===== config.mk =====
export PLATFORM = sky130hd
export DESIGN_NAME = uart_rx
export DESIGN_NICKNAME = d
export VERILOG_FILES = /design/src/rtl/uart_rx.sv
export SDC_FILE = /design/constraint.sdc
export NUM_CORES = 1
export LEC_CHECK = 0
export ABC_AREA = 1
export CAP_MARGIN = 15
export CELL_PAD_IN_SITES_DETAIL_PLACEMENT = 0
export CELL_PAD_IN_SITES_GLOBAL_PLACEMENT = 1
export CORE_MARGIN = 2
export CORE_UTILIZATION = 30
export DETAILED_ROUTE_END_ITERATION = 10
export PLACE_DENSITY_LB_ADDON = 0.1
export SLEW_MARGIN = 30
export SYNTH_ARGS = -nofsm -noshare
export SYNTH_HDL_FRONTEND = slang
export SYNTH_SLANG_ARGS = --single-unit

===== constraint.sdc =====
create_clock -name CLK -period 3 [get_ports CLK]
set_clock_uncertainty 0.1 [all_clocks]
set_input_delay 0.9 -clock CLK [delete_from_list [all_inputs] [get_ports CLK]]
set_output_delay 0.9 -clock CLK [all_outputs]
set_load 0.005 [all_outputs]

===== src/rtl/uart_rx.sv =====
// 8N1 UART receiver with mid-bit sampling and a valid/ready byte output.
// Define UART_RX_PARITY_EN to add an even-parity bit between data and stop.
module uart_rx #(
    parameter int unsigned CLKS_PER_BIT = 1250
) (
    input  logic       CLK,
    input  logic       RST,
    input  logic       RX,
    output logic [7:0] DATA_OUT,
    output logic       DATA_VALID,
    input  logic       DATA_READY,
    output logic       FRAME_ERR,
    output logic       OVERRUN,
    output logic       PARITY_ERR
);

    localparam int unsigned CW = $clog2(CLKS_PER_BIT + 1);
    localparam logic [CW-1:0] HALF_M1 = CW'(CLKS_PER_BIT / 2 - 1);
    localparam logic [CW-1:0] BIT_M1  = CW'(CLKS_PER_BIT - 1);

    localparam logic [2:0] ST_IDLE   = 3'd0;
    localparam logic [2:0] ST_START  = 3'd1;
    localparam logic [2:0] ST_DATA   = 3'd2;
`ifdef UART_RX_PARITY_EN
    localparam logic [2:0] ST_PARITY = 3'd3;
`endif
    localparam logic [2:0] ST_STOP   = 3'd4;

    logic          rx_meta, rx_s;
    logic [2:0]    state_q, state_d;
    logic [CW-1:0] cnt_q, cnt_d;
    logic [2:0]    bit_q, bit_d;
    logic [7:0]    shift_q, shift_d;
    logic          armed_q, armed_d;
    logic          stop_sample;
    logic          commit;
`ifdef UART_RX_PARITY_EN
    logic          par_err_q, par_err_d;
`endif

    always_ff @(posedge CLK or posedge RST) begin
        if (RST) begin
            rx_meta <= 1'b1;
            rx_s    <= 1'b1;
        end else begin
            rx_meta <= RX;
            rx_s    <= rx_meta;
        end
    end

    // After reset the receiver only arms once the line has been high for a full bit,
    // so a frame interrupted by reset cannot be picked up half-way through.
    always_comb begin
        state_d     = state_q;
        cnt_d       = cnt_q;
        bit_d       = bit_q;
        shift_d     = shift_q;
        armed_d     = armed_q;
        stop_sample = 1'b0;
        commit      = 1'b0;
`ifdef UART_RX_PARITY_EN
        par_err_d   = par_err_q;
`endif
        case (state_q)
            ST_IDLE: begin
                if (!armed_q) begin
                    if (!rx_s) begin
                        cnt_d = '0;
                    end else if (cnt_q == BIT_M1) begin
                        armed_d = 1'b1;
                        cnt_d   = '0;
                    end else begin
                        cnt_d = cnt_q + 1'b1;
                    end
                end else if (!rx_s) begin
                    state_d = ST_START;
                    cnt_d   = '0;
                    bit_d   = '0;
                end
            end
            ST_START: begin
                if (cnt_q == HALF_M1) begin
                    cnt_d   = '0;
                    state_d = rx_s ? ST_IDLE : ST_DATA;
                end else begin
                    cnt_d = cnt_q + 1'b1;
                end
            end
            ST_DATA: begin
                if (cnt_q == BIT_M1) begin
                    cnt_d   = '0;
                    shift_d = {rx_s, shift_q[7:1]};
                    bit_d   = bit_q + 3'd1;
                    if (bit_q == 3'd7) begin
`ifdef UART_RX_PARITY_EN
                        state_d = ST_PARITY;
`else
                        state_d = ST_STOP;
`endif
                    end
                end else begin
                    cnt_d = cnt_q + 1'b1;
                end
            end
`ifdef UART_RX_PARITY_EN
            ST_PARITY: begin
                if (cnt_q == BIT_M1) begin
                    cnt_d     = '0;
                    par_err_d = rx_s != (^shift_q);
                    state_d   = ST_STOP;
                end else begin
                    cnt_d = cnt_q + 1'b1;
                end
            end
`endif
            ST_STOP: begin
                if (cnt_q == BIT_M1) begin
                    cnt_d       = '0;
                    stop_sample = 1'b1;
`ifdef UART_RX_PARITY_EN
                    commit      = rx_s && !par_err_q;
`else
                    commit      = rx_s;
`endif
                    state_d     = ST_IDLE;
                end else begin
                    cnt_d = cnt_q + 1'b1;
                end
            end
            default: state_d = ST_IDLE;
        endcase
    end

    always_ff @(posedge CLK or posedge RST) begin
        if (RST) begin
            state_q <= ST_IDLE;
            cnt_q   <= '0;
            bit_q   <= '0;
            shift_q <= '0;
            armed_q <= 1'b0;
        end else begin
            state_q <= state_d;
            cnt_q   <= cnt_d;
            bit_q   <= bit_d;
            shift_q <= shift_d;
            armed_q <= armed_d;
        end
    end

    always_ff @(posedge CLK or posedge RST) begin
        if (RST) begin
            DATA_OUT   <= 8'h00;
            DATA_VALID <= 1'b0;
            FRAME_ERR  <= 1'b0;
            OVERRUN    <= 1'b0;
        end else begin
            FRAME_ERR <= stop_sample && !rx_s;
            OVERRUN   <= commit && DATA_VALID && !DATA_READY;
            if (commit && (!DATA_VALID || DATA_READY)) begin
                DATA_OUT   <= shift_q;
                DATA_VALID <= 1'b1;
            end else if (DATA_VALID && DATA_READY) begin
                DATA_VALID <= 1'b0;
            end
        end
    end

`ifdef UART_RX_PARITY_EN
    always_ff @(posedge CLK or posedge RST) begin
        if (RST) begin
            par_err_q  <= 1'b0;
            PARITY_ERR <= 1'b0;
        end else begin
            par_err_q  <= par_err_d;
            PARITY_ERR <= stop_sample && par_err_q;
        end
    end
`else
    assign PARITY_ERR = 1'b0;
`endif

endmodule


==> impl_metrics.json, run 1 <==
{
  "ios": 16,
  "register_area_um2": 978,
  "root_buffer": "clkbuf_8",
  "post_cts_buffers": 0,
  "drt-vias-per-instance": 4.40,
  "die_y_um": 85.8,
  "synth_edf_count": 0,
  "max-clock-path-buffers": 2,
  "synth_seq_cells": 39,
  "core_um2": 6420,
  "ys.flop_type": "dfrtp_1",
  "status": "finished, final reports clean",
  "routed-wl-met2_um": 1800,
  "fin_ws_ps": 843,
  "grt_usage": 0.122,
  "cp_slowest_cell": "clkdlybuf4s50_1",
  "internal-power_mw": 0.812,
  "combPwrFrac": 0.038,
  "grt_antenna_before_repair": 0,
  "worst-path-buf-inv": 1,
  "yosysSeqAreaShare": 0.488,
  "grt_max_degree": 40,
  "wl_met3_um": 80,
  "worst-setup-path-type": "reg -> out",
  "cap_violations": 0,
  "die-area_um2": 7360,
  "netlist.top_cell.by_area": "dfrtp_1",
  "nNetsFinal": 255,
  "crit_path_max_fanout": 2,
  "ys_types": 30,
  "cellPowerDensity_nw_per_um2": 443,
  "start_util": 0.312,
  "fmax_ghz": 0.464,
  "syn-instance-count": 228,
  "cp-startpoint": "DATA_OUT[7]",
  "cp_cell_sequence": "clkdlybuf4s50_1",
  "stdcell_area_um2": 2330,
  "end_kind": "primary output",
  "p_switching_mw": 0.219,
  "firstDrtPassIters": 6,
  "place_hpwl_um": 2940,
  "avgSynthCellArea_um2": 8.80,
  "async_flop_share": 1.00,
  "synth_top_area_share": 0.462,
  "yosys_warnings": 0,
  "io_buffers": 14,
  "drtAntennaViolNets": 0,
  "period_share": 0.719,
  "final_max_slew_viol_count": 0,
  "cp_top_family": "buffers and inverters",
  "start_kind": "flip-flop",
  "worstHoldStart": "rx_meta",
  "cts_tree": "yes",
  "placed_area_um2": 2210,
  "insertion_delay_ps": 290,
  "cts_sinks": 39,
  "wl_per_cell_um": 12.2,
  "grt_pass1_vias": 1404,
  "num-fill-cells": 659,
  "numCtsBuffers": 5,
  "layout-drive-gt1-share": 0.166,
  "rows": 29,
  "grt.overflow.total": 0,
  "power.leakage_nw": 1.09,
  "placedCellCount": 316,
  "reg2reg_from": "cnt_q[1]",
  "grt_pass1_wl_um": 6850,
  "gp_congestion": 0.733,
  "drt_iter0_drc": 90,
  "cp_data_arrival_time_ps": 1160,
  "hold_buffers": 0,
  "drt-total-wl_um": 3940,
  "hold_path_class": "reg -> reg",
  "power_frac_seq": 0.518,
  "stdcell_count": 324,
  "num_antenna_cells": 0,
  "multi_input_area_um2": 858,
  "synth.net_count": 237,
  "setup-tns-final_ps": 0,
  "synthTopCellsByArea": "dfrtp_1 (46%), nand2_1 (9.4%), inv_1 (5.4%)",
  "preCtsSetupSlack_ps": 816,
  "vias": 1425,
  "htree_levels": 2,
  "wl_met1_um": 2030,
  "cts_resized": 0,
  "syn_area_um2": 2010,
  "required_ps": 2000,
  "fp.dieW_um": 85.8,
  "clk_pin_slew_worst_paths_ps": 80,
  "final_common_cell": "nand2_1",
  "drc_errors": 0,
  "syn2layout_area_growth_pct": 16.2,
  "peakVddDrop_v": 0.000164,
  "clkPwrFrac": 0.444,
  "setup_viol": 0,
  "rsz0062_at_grt": "false",
  "sw_frac_of_total": 0.213,
  "critical-path-max-stage-delay_ps": 500,
  "min_period_ps": 2160,
  "dr.max_layer_used": "met4",
  "hold_viol_final": 0,
  "layout_common_cells": "nand2_1 (50), dfrtp_1 (37), inv_1 (29)"
}
==> per-stage QoR <==
step	power, mW	util	hold WS [ps]
floorplan	0.572	-	245
global placement	0.586	0.344	250
detailed placement	0.586	0.344	258
CTS	1.06	0.363	270
global route	1.09	0.363	273
finish	1.03	0.363	265
==> cells by family (layout without fill, tap and decap cells) <==
group | after synthesis | in the layout | synth area share
simple gates | 111 | 111 | 0.289
flops | 39 | 39 | 0.488
buf+inv | 39 | 58 | 0.0842
compound gates | 29 | 29 | 0.0880
fa+ha+maj | 5 | 5 | 0.0312
xor+xnor | 4 | 4 | 0.0175
other cells | 1 | 1 | 0.00187
==> sequential cells by signal, indices dropped and copies added, names as in the netlist, 3 cells and up <==
register / flops
bit_q: 3
DATA_OUT: 8
cnt_q: 11
shift_q: 8
state_q: 3
==> per-layer routing <==
layer / up-vias / GRT usage
li1: 756 / -
met1: 659 / 0.169
met2: 8 / 0.182
met3: 2 / 0.0404
met4: 0 / 0.0346
met5: - / 0
==> final cells by class <==
type,count,area share
Sequential cell,39,0.420
Multi-Input combinational cell,150,0.368
Timing Repair Buffer,15,0.0634
Inverter,35,0.0564
Tap cell,77,0.0414
Clock buffer,6,0.0354
Clock inverter,2,0.0150
==> Yosys cell counts, types with 2 or more instances <==
master   instances
nand2_2          4
nor2_4           5
xor2_1           4
dfstp_2          2
inv_1           29
a21oi_1          3
ha_1             5
nor2_1          17
o21ai_2          6
buf_4            2
nand2_1         50
nor3_2           3
nand3_1         19
dfrtp_1         37
o21ai_0         16
nand4_1          4
inv_2            6
buf_6            2
nor3_1           3
==> power by group through the flow <==
stage / sequential, mW / combinational (mW) / clock [mW]
after floorplan: 0.544 / 0.0278 / 0
after global placement: 0.545 / 0.0407 / 0
after detailed placement: 0.545 / 0.0407 / 0
after CTS: 0.535 / 0.0405 / 0.482
after global routing: 0.535 / 0.0455 / 0.505
final: 0.534 / 0.0388 / 0.458
==> final timing paths <==
| kind | endpoint | cells past startpoint | slack [ps] |
|---|---|---|---|
| max reg2reg | bit_q[2] | 10 | 1100 |
| max | DATA_OUT[7] | 1 | 840 |
| min | rx_s | 0 | 260 |
| max in group asynchronous | rx_meta | 3 | 1520 |
| min in group asynchronous | cnt_q[0] | 3 | 930 |
| min reg2reg | rx_s | 0 | 260 |
Power figures use the tool's default switching activity.
==> run 2: changes to the inputs <==
- clock period: 3 -> 2 ns (I/O delays scaled with it)
==> run 2 against run 1 <==
  * The run now ends with DRC left
  * Largest power group unchanged
  * Critical endpoint is now DATA_OUT[0]
  * Critical path type unchanged
  * Highest routed layer unchanged
  * Total power up 51%
  * Combinational power is 62% higher
  * First-iteration DRC count is 43% lower
  * Routed wire length increased by 0.25%
  * Critical path depth unchanged
  * Sequential cell count stayed put
  * Non-clock buffer count grew 2
  * Clock-buffer cell count did not move
  * Hold slack got worse by 7.1 ps
  * Die area unchanged
==> impl_metrics.json, run 2 (synthesis results as in run 1) <==
{
  "cp_cell_sequence": "clkdlybuf4s50_1",
  "cap_violations": 0,
  "stdcell_area_um2": 2360,
  "numCtsBuffers": 5,
  "worst-setup-path-type": "reg -> out",
  "cellPowerDensity_nw_per_um2": 660,
  "insertion_delay_ps": 290,
  "max-clock-path-buffers": 2,
  "final_max_slew_viol_count": 0,
  "layout_common_cells": "nand2_1 (50), dfrtp_1 (37), inv_1 (29)",
  "sw_frac_of_total": 0.216,
  "final_common_cell": "nand2_1",
  "grt_usage": 0.121,
  "r2r-end": "cnt_q[4]",
  "grt_antenna_before_repair": 0,
  "reg2reg_from": "cnt_q[1]",
  "grt.overflow.total": 0,
  "placed_area_um2": 2240,
  "min_period_ps": 1850,
  "end_kind": "primary output",
  "place_hpwl_um": 2880,
  "setup-tns-final_ps": 0,
  "setup_viol": 0,
  "rsz0062_at_grt": "false",
  "critical-path-max-stage-delay_ps": 500,
  "hold_buffers": 0,
  "combPwrFrac": 0.040,
  "fmax_ghz": 0.540,
  "vias": 1444,
  "root_buffer": "clkbuf_8",
  "worst-path-buf-inv": 1,
  "drt-total-wl_um": 3950,
  "layout-drive-gt1-share": 0.173,
  "start_kind": "flip-flop",
  "fp.dieW_um": 85.8,
  "drt-vias-per-instance": 4.43,
  "hold_path_class": "reg -> reg",
  "syn2layout_area_growth_pct": 17.8,
  "top_register": "cnt_q",
  "power.leakage_nw": 1.11,
  "htree_levels": 2,
  "post_cts_buffers": 0,
  "crit_end": "DATA_OUT[0]",
  "rows": 29,
  "grt_pass1_vias": 1423,
  "power_frac_seq": 0.514,
  "gp_congestion": 0.754,
  "firstDrtPassIters": 7,
  "cts_sinks": 39,
  "drtAntennaViolNets": 0,
  "top_regs": "cnt_q x11, DATA_OUT x8, shift_q x8",
  "period_share": 0.925,
  "cp_top_family": "buffers and inverters",
  "clkPwrFrac": 0.445,
  "ff2ff_setup_slack_ps": 190,
  "peakVddDrop_v": 0.000371,
  "num_antenna_cells": 0,
  "io_buffers": 14,
  "status": "finished, violations left",
  "core_um2": 6420,
  "wl_per_cell_um": 12.1,
  "cp_data_arrival_time_ps": 1150,
  "grt_max_degree": 40,
  "cts_tree": "yes",
  "crit_cells": 1,
  "drt_iter0_drc": 51,
  "die-area_um2": 7360,
  "cp-startpoint": "DATA_OUT[0]",
  "failed_checks": "DRC",
  "p_switching_mw": 0.337,
  "clk_pin_slew_worst_paths_ps": 80,
  "drc_errors": 1,
  "nNetsFinal": 257,
  "die_y_um": 85.8,
  "cp_slowest_cell": "clkdlybuf4s50_1",
  "crit_path_max_fanout": 2,
  "grt_pass1_wl_um": 6880,
  "rr_worst_depth": 11,
  "required_ps": 1300,
  "ios": 16,
  "start_util": 0.312,
  "hold_viol_final": 0,
  "largest_register_ffs": 11,
  "internal-power_mw": 1.22
}
-- run 2: worst min-delay path by stage --
stage          startpoint   end  slack [ps]  depth (start not counted)
2_1_floorplan     rx_meta  rx_s         250                          0
6_report          rx_meta  rx_s         260                          0
5_1_grt           rx_meta  rx_s         270                          0
4_1_cts           rx_meta  rx_s         260                          0
3_3_place_gp      rx_meta  rx_s         250                          0
3_5_place_dp      rx_meta  rx_s         250                          0
-- run 2: area by class of cell --
class	count	area [µm²]
Multi-Input combinational cell	150	863
Tap cell	77	96.3
Fill cell	678	4060
Timing Repair Buffer	17	175
Inverter	35	131
Clock inverter	2	35.0
Sequential cell	39	978
Clock buffer	6	82.6
-- run 2: layer usage --
metal  global-route usage  wire length (µm)  vias to the layer above
li1                     -                 -                      761
met3               0.0289                92                        4
met5                    0                 0                        -
met1                0.167              2080                      663
met2                0.188              1740                       16
met4               0.0433                44                        0
-- run 2: through the flow --
stage	util	hold slack, ps	instances	total power, mW	worst slack [ps]
after detailed placement	0.349	247	318	0.883	118
after global placement	0.349	249	318	0.884	124
after global routing	0.368	273	326	1.63	3.03
final	0.368	258	326	1.56	150
after floorplan	-	245	228	0.858	331
after CTS	0.367	259	326	1.60	124
-- run 2: what timing repair did --
| item | in CTS | in global routing |
|---|---|---|
| hold endpoints to repair | 0 | 0 |
| resized for setup | 0 | 1 |
| setup endpoints to repair | 0 | 12 |
-- run 2: power groups by stage --
| stage | logic (mW) | clock network, mW | registers (mW) |
|---|---|---|---|
| floorplan | 0.0416 | 0 | 0.816 |
| global placement | 0.0661 | 0 | 0.818 |
| detailed placement | 0.0656 | 0 | 0.818 |
| CTS | 0.0659 | 0.727 | 0.802 |
| global route | 0.0736 | 0.756 | 0.803 |
| finish | 0.0629 | 0.695 | 0.802 |
